[src/rtl/lsu_mem_port_pkg.sv]
// Shared definitions for the load/store memory port: size encodings,
// FSM state encoding and the byte-select generator also used by the
// aligner testbench.
package lsu_mem_port_pkg;

  localparam logic [1:0] SZ_B = 2'b00;
  localparam logic [1:0] SZ_H = 2'b01;
  localparam logic [1:0] SZ_W = 2'b10;

  typedef enum logic [1:0] {
    ST_IDLE = 2'b00,
    ST_REQ  = 2'b01,
    ST_RESP = 2'b10
  } state_t;

  // Byte select for an access of the given size at byte offset a.
  // The illegal size yields no lanes.
  function automatic logic [3:0] gen_sel(input logic [1:0] size,
                                         input logic [1:0] a);
    logic [3:0] sel;
    case (size)
      SZ_B:    sel = 4'b0001 << a;
      SZ_H:    sel = 4'b0011 << a;
      SZ_W:    sel = 4'b1111;
      default: sel = 4'b0000;
    endcase
    return sel;
  endfunction

endpackage

[src/rtl/lsu_lane_gen.sv]
// Combinational lane generator: maps access size, byte offset and
// right-justified store data to byte select, lane-replicated store data
// and a misalignment flag.
module lsu_lane_gen
  import lsu_mem_port_pkg::*;
(
  input  logic [1:0]  size,
  input  logic [1:0]  addr_lo,
  input  logic [31:0] wdata,
  output logic [3:0]  sel,
  output logic [31:0] wdata_sh,
  output logic        misaligned
);

  // Replicate narrow store data across lanes and flag illegal offsets.
  always_comb begin
    sel        = gen_sel(size, addr_lo);
    wdata_sh   = wdata;
    misaligned = 1'b0;
    case (size)
      SZ_B: begin
        wdata_sh   = {4{wdata[7:0]}};
        misaligned = 1'b0;
      end
      SZ_H: begin
        wdata_sh   = {2{wdata[15:0]}};
        misaligned = addr_lo[0];
      end
      SZ_W: begin
        wdata_sh   = wdata;
        misaligned = (addr_lo != 2'b00);
      end
      default: begin
        // Size 11 is never a legal access.
        wdata_sh   = wdata;
        misaligned = 1'b1;
      end
    endcase
  end

endmodule

[src/rtl/lsu_mem_port.sv]
// Load/store bus port between EX and data memory. Accepts one op in IDLE,
// drives a registered req/gnt request, waits for rvalid on loads and hands
// the raw word plus byte select and offset to the load aligner.
module lsu_mem_port
  import lsu_mem_port_pkg::*;
#(
  parameter int ADDR_W = 32
) (
  input  logic              clk,
  input  logic              rst,
  input  logic              op_valid,
  input  logic              op_wr,
  input  logic [1:0]        op_size,
  input  logic [ADDR_W-1:0] op_addr,
  input  logic [31:0]       op_wdata,
  output logic              stall,
  output logic              misalign,
  output logic              mem_req,
  output logic              mem_we,
  output logic [ADDR_W-1:0] mem_addr,
  output logic [3:0]        mem_be,
  output logic [31:0]       mem_wdata,
  input  logic              mem_gnt,
  input  logic              mem_rvalid,
  input  logic [31:0]       mem_rdata,
  output logic              ld_valid,
  output logic [3:0]        ld_sel,
  output logic [1:0]        ld_addr,
  output logic [31:0]       ld_data
);

  state_t            state_r;
  state_t            next_state_s;

  logic [3:0]        lane_sel_s;
  logic [31:0]       lane_wdata_s;
  logic              lane_mis_s;

  logic              stall_s;
  logic              accept_s;
  logic              mis_set_s;
  logic              gnt_done_s;
  logic              resp_done_s;

  logic              misalign_r;
  logic              mem_req_r;
  logic              mem_we_r;
  logic [ADDR_W-1:0] mem_addr_r;
  logic [3:0]        mem_be_r;
  logic [31:0]       mem_wdata_r;
  logic [1:0]        addr_lo_r;
  logic              ld_valid_r;
  logic [3:0]        ld_sel_r;
  logic [1:0]        ld_addr_r;
  logic [31:0]       ld_data_r;

  lsu_lane_gen u_lane_gen (
    .size       (op_size),
    .addr_lo    (op_addr[1:0]),
    .wdata      (op_wdata),
    .sel        (lane_sel_s),
    .wdata_sh   (lane_wdata_s),
    .misaligned (lane_mis_s)
  );

  // FSM state register.
  always_ff @(posedge clk) begin
    if (rst) begin
      state_r <= ST_IDLE;
    end else begin
      state_r <= next_state_s;
    end
  end

  // Next-state logic, combinational stall and per-cycle control strobes.
  always_comb begin
    next_state_s = state_r;
    stall_s      = 1'b0;
    accept_s     = 1'b0;
    mis_set_s    = 1'b0;
    gnt_done_s   = 1'b0;
    resp_done_s  = 1'b0;
    case (state_r)
      ST_IDLE: begin
        if (op_valid) begin
          if (lane_mis_s) begin
            // Rejected op: no bus cycle and no stall.
            mis_set_s    = 1'b1;
            next_state_s = ST_IDLE;
          end else begin
            accept_s     = 1'b1;
            stall_s      = 1'b1;
            next_state_s = ST_REQ;
          end
        end else begin
          next_state_s = ST_IDLE;
        end
      end
      ST_REQ: begin
        stall_s = 1'b1;
        // A same-cycle rvalid is ignored here; the response comes later.
        if (mem_gnt) begin
          gnt_done_s   = 1'b1;
          next_state_s = mem_we_r ? ST_IDLE : ST_RESP;
        end else begin
          next_state_s = ST_REQ;
        end
      end
      ST_RESP: begin
        stall_s = 1'b1;
        if (mem_rvalid) begin
          resp_done_s  = 1'b1;
          next_state_s = ST_IDLE;
        end else begin
          next_state_s = ST_RESP;
        end
      end
      default: begin
        stall_s      = 1'b0;
        next_state_s = ST_IDLE;
      end
    endcase
  end

  // Bus request/data capture, misalign pulse and load result registers.
  always_ff @(posedge clk) begin
    if (rst) begin
      misalign_r  <= 1'b0;
      mem_req_r   <= 1'b0;
      mem_we_r    <= 1'b0;
      mem_addr_r  <= {ADDR_W{1'b0}};
      mem_be_r    <= 4'b0000;
      mem_wdata_r <= 32'h0000_0000;
      addr_lo_r   <= 2'b00;
      ld_valid_r  <= 1'b0;
      ld_sel_r    <= 4'b0000;
      ld_addr_r   <= 2'b00;
      ld_data_r   <= 32'h0000_0000;
    end else begin
      misalign_r <= mis_set_s;
      ld_valid_r <= resp_done_s;
      if (accept_s) begin
        // Bus fields stay frozen from accept until the next accept.
        mem_req_r   <= 1'b1;
        mem_we_r    <= op_wr;
        mem_addr_r  <= {op_addr[ADDR_W-1:2], 2'b00};
        mem_be_r    <= lane_sel_s;
        mem_wdata_r <= lane_wdata_s;
        addr_lo_r   <= op_addr[1:0];
      end else if (gnt_done_s) begin
        mem_req_r <= 1'b0;
      end
      if (resp_done_s) begin
        ld_sel_r  <= mem_be_r;
        ld_addr_r <= addr_lo_r;
        ld_data_r <= mem_rdata;
      end
    end
  end

  assign stall     = stall_s;
  assign misalign  = misalign_r;
  assign mem_req   = mem_req_r;
  assign mem_we    = mem_we_r;
  assign mem_addr  = mem_addr_r;
  assign mem_be    = mem_be_r;
  assign mem_wdata = mem_wdata_r;
  assign ld_valid  = ld_valid_r;
  assign ld_sel    = ld_sel_r;
  assign ld_addr   = ld_addr_r;
  assign ld_data   = ld_data_r;

endmodule

[config.mk]
export PLATFORM = sky130hd
export DESIGN_NAME = lsu_mem_port
export DESIGN_NICKNAME = d
export VERILOG_FILES = /design/src/rtl/lsu_mem_port_pkg.sv /design/src/rtl/lsu_lane_gen.sv /design/src/rtl/lsu_mem_port.sv
export SDC_FILE = /design/constraint.sdc
export NUM_CORES = 1
export LEC_CHECK = 0
export CORE_UTILIZATION = 25
export CTS_CLUSTER_SIZE = 40
export DETAILED_ROUTE_END_ITERATION = 7
export HOLD_SLACK_MARGIN = 0.03
export SYNTH_ARGS = -nofsm -noshare
export SYNTH_HDL_FRONTEND = slang
export SYNTH_SLANG_ARGS = --single-unit
[constraint.sdc]
create_clock -name clk -period 2.47 [get_ports clk]
set_input_delay 0.3705 -clock clk [delete_from_list [all_inputs] [get_ports clk]]
set_output_delay 0.3705 -clock clk [all_outputs]
set_load 0.05 [all_outputs]
==> tab_implementation.tex <==
\begin{tabular}{lr}
\hline
Metric & Value \\
\hline
\multicolumn{2}{l}{\textbf{Timing}} \\
Setup repair after global routing missed its margin & no \\
Highest clock rate & 0.4547 GHz \\
Pin slew with the least headroom to its limit & 0.7214 ns \\
Setup TNS & 0 ns \\
Post-route fraction of the period consumed by the critical path & 89.03\% \\
PnR worst setup slack & $\sim$0.27 ns \\
Final setup viols & 0 \\
Setup Skew & 0.008107 ns \\
Slew Viols, Final & 0 \\
Final critical delay including setup and external delays & 2.199 ns \\
Final hold violation count & 0 \\
Relative slew slack & around 52\% \\
Worst Hold Margin & around 0.45 ns \\
\multicolumn{2}{l}{\textbf{GRT}} \\
Largest net degree at the start of global routing & 64 \\
Vias in the first global route & 4,129 \\
GRT Total Usage & 14.87\% \\
Antenna violations before repair & 0 \\
Aggregate global routing overflow & 0 \\
Wire length of the first global-routing pass & 22,670 um \\
\multicolumn{2}{l}{\textbf{Setup path}} \\
Critical R2R Launch & state\_r[0] \\
Nature of the critical path startpoint & input port \\
Critical register-to-register path endpoint & mem\_wdata[17] \\
Required time at the worst-slack endpoint & between 2 and 2.5 ns \\
Reg2Reg Depth & 7 \\
Biggest fanout along the worst timing path & 7 \\
Startpoint-to-endpoint class of the critical path & in -> out \\
Worst setup slack for register-to-register paths & 0.57 ns \\
Category of the worst setup path capture point & output pin \\
Arrival time at the worst endpoint & 1.83 ns \\
\multicolumn{2}{l}{\textbf{Clocking}} \\
Clock-pin slew reported for the worst setup and hold paths after clock tree synthesis & roughly 0.07 ns \\
CTS tree & done \\
Root buf cell & clkbuf\_16 \\
Sinks on the clock net & $\sim$110 \\
CTS Hold Bufs & 0 \\
Clock latency at the later pin of the worst-skew pair & 0.36 ns \\
Buffers inserted by post-CTS timing repair & 0 \\
CTS H-tree depth & 3 \\
Number of buffers created by CTS & 9 \\
Clock Tree Buf Depth & 2 \\
Number of instances resized during post-cts repair & 0 \\
\multicolumn{2}{l}{\textbf{Drt}} \\
Drc violations & 0 \\
First-pass DRT Iterations & 4 \\
Average wire per standard cell & 14.66 um \\
First-iteration detailed-routing DRC count & between 100 and 150 \\
Via count & between 4k and 5k \\
Via-per-instance ratio & 4.207 \\
Routed Wire Length & 14,720 um \\
Antenna Violating Nets Remaining & 0 \\
\multicolumn{2}{l}{\textbf{Synthesis}} \\
Number of warnings reported in the yosys synthesis log & 0 \\
Part of the Yosys area used for sequential elements & 46.05\% \\
Most used standard cells in the synthesized netlist & nand2\_1, dfxtp\_1, mux2i\_1 \\
Largest area contributor in the netlist & dfxtp\_1 \\
Arithmetic-cell share of the synthesized area counting full adders, half adders and majority gates & under 10\% \\
Top-count cell post-synth & nand2\_1 \\
Top cell type's share of synthesized area & 46.05\% \\
Basic-gate share of the synthesized area counting and, or, nand and nor cells & 18.99\% \\
XOR/XNOR share of the synthesized area & 0\% \\
Ranking of synthesized cells by area & dfxtp\_1, nand2\_1, mux2i\_1 \\
Library cells used by synthesis & 37 \\
Fraction of the mapped netlist area in compound gates & about 9.7\% \\
Largest family of logic cells by synthesized area & simple AND/OR/NAND/NOR gates \\
Avg Synthesized Cell Area & 8.900 um\^{}2 \\
Mux share of post-synthesis cell area & 17.81\% \\
Instance count of the mapped netlist & 547 \\
Flop and latch count out of synthesis & about 110 \\
Post-synth ARST share & 0\% \\
Post-Syn Area & 4868 um\^{}2 \\
Main synth FF type & dfxtp\_1 \\
Number of enable flip-flop cells after synthesis & 0 \\
\multicolumn{2}{l}{\textbf{Placed design}} \\
Global placer's final weighted congestion & 0.6989 \\
Total placed cells including tap cells & 988 \\
HPWL reported at the end of detailed placement & 10,470 um \\
Placement-stage cell area & 7181 um\^{}2 \\
Total of buffers placed on input and output ports & 212 \\
Placement-stage worst setup slack & 0.1597 ns \\
\multicolumn{2}{l}{\textbf{Min path}} \\
Worst min-delay path class & reg -> reg \\
Start point of the worst hold path & ld\_data[16] \\
Hold depth & 2 \\
Hold Crit Endpoint & ld\_data[16] \\
\multicolumn{2}{l}{\textbf{Die}} \\
Overall die height & 141.6 um \\
Die outline area & approximately 20,000 um\^{}2 \\
Horizontal extent of the die & 141.6 um \\
\# rows & 50 \\
Area inside the core boundary & approximately 19,000 um\^{}2 \\
Number of I/O pins & between 200 and 250 \\
Initial Util & around a quarter \\
\multicolumn{2}{l}{\textbf{Pwr}} \\
VDD IR max & 0.3600 mV \\
Total power of the final layout & 4.496 mW \\
Power density over the cells & 599.1 nW/um\^{}2 \\
Leakage & 2.756 nW \\
\multicolumn{2}{l}{\textbf{Final layout}} \\
Syn-to-layout area delta & 54.15\% \\
Post-route insts no fill & 1,004 \\
Diode insertion count for antenna repair & 0 \\
Fraction of final layout cells sized beyond drive strength 1 & under 10\% \\
Post-layout util & about two fifths \\
Final Cell Area & 7505 um\^{}2 \\
Final nets & around 850 \\
\multicolumn{2}{l}{\textbf{Job}} \\
Count of maximum capacitance violations & 0 \\
\multicolumn{2}{l}{\textbf{Outcome}} \\
Status & finished, final reports clean \\
\hline
\end{tabular}
-- registers in the layout, summed over array words and instances, names as in the netlist, 2 cells and up --
signal     cells
addr_lo_r      2
ld_addr        2
ld_data       32
ld_sel         4
mem_addr      30
mem_be         4
mem_wdata     32
state_r        2
-- cells by family after synthesis --
logic type / Yosys count
compound gates: 77
buf+inv: 54
fa+ha+maj: 4
other cells: 1
simple gates: 218
flops: 112
mux: 81
-- where the power goes --
part,leakage (nW),switching [mW],internal (mW)
clock,0.157,0.728,0.900
sequential,0.910,0.0414,1.88
combinational,1.69,0.536,0.409
total,2.76,1.31,3.19
-- layout make-up --
type                    instances  area, um^2
fillers                      1959       11390
clock inverters                 7       98.84
well taps                     260       325.3
inverters                       9       35.03
flip-flops and latches        112        2242
multi-input cells             382        2333
repair buffers                225        2245
clock buffers                   9       225.2
-- routing by layer --
| layer | wire length (um) | track usage, % |
|---|---|---|
| met5 | 0 | 0 |
| met4 | 149 | 4.075 |
| met3 | 1660 | 7.222 |
| met2 | 6700 | 25.02 |
| met1 | 6208 | 16.66 |
-- worst max-delay path by stage --
| stage | start | endpoint | slack, ns | depth (start not counted) |
|---|---|---|---|---|
| 4_1_cts | op_size[0] | stall | 0.27 | 5 |
| 5_1_grt | op_size[0] | stall | 0.19 | 5 |
| 2_1_floorplan | state_r[0] | stall | 0.27 | 6 |
| 3_5_place_dp | op_size[0] | mem_wdata[30] | 0.16 | 6 |
| 3_3_place_gp | op_size[0] | mem_wdata[21] | 0.22 | 6 |
| 6_report | op_size[0] | stall | 0.27 | 5 |
-- critical path: stages --
cell and delay [ns]:
clkdlybuf4s50_1 0.57, a21oi_2 0.33, o21bai_4 0.10, a21oi_1 0.27
buf_12 0.18
-- placed cells by master (no fill, tap or decap), drive strengths merged, types with 2 or more instances in the layout --
| cell type | count |
|---|---|
| nor2 | 2 |
| a211oi | 3 |
| a221oi | 3 |
| clkinv | 2 |
| o21ai | 9 |
| ha | 4 |
| buf | 16 |
| o21bai | 2 |
| a21oi | 49 |
| clkdlybuf4s50 | 209 |
| nor2b | 8 |
| nand2b | 10 |
| clkbuf | 9 |
| or3b | 8 |
| o211ai | 8 |
| mux2i | 57 |
| mux2 | 24 |
| nand2 | 186 |
| bufinv | 2 |
| dfxtp | 112 |
| conb | 2 |
| inv | 11 |
Note: power is estimated with default switching activity, not from simulation.
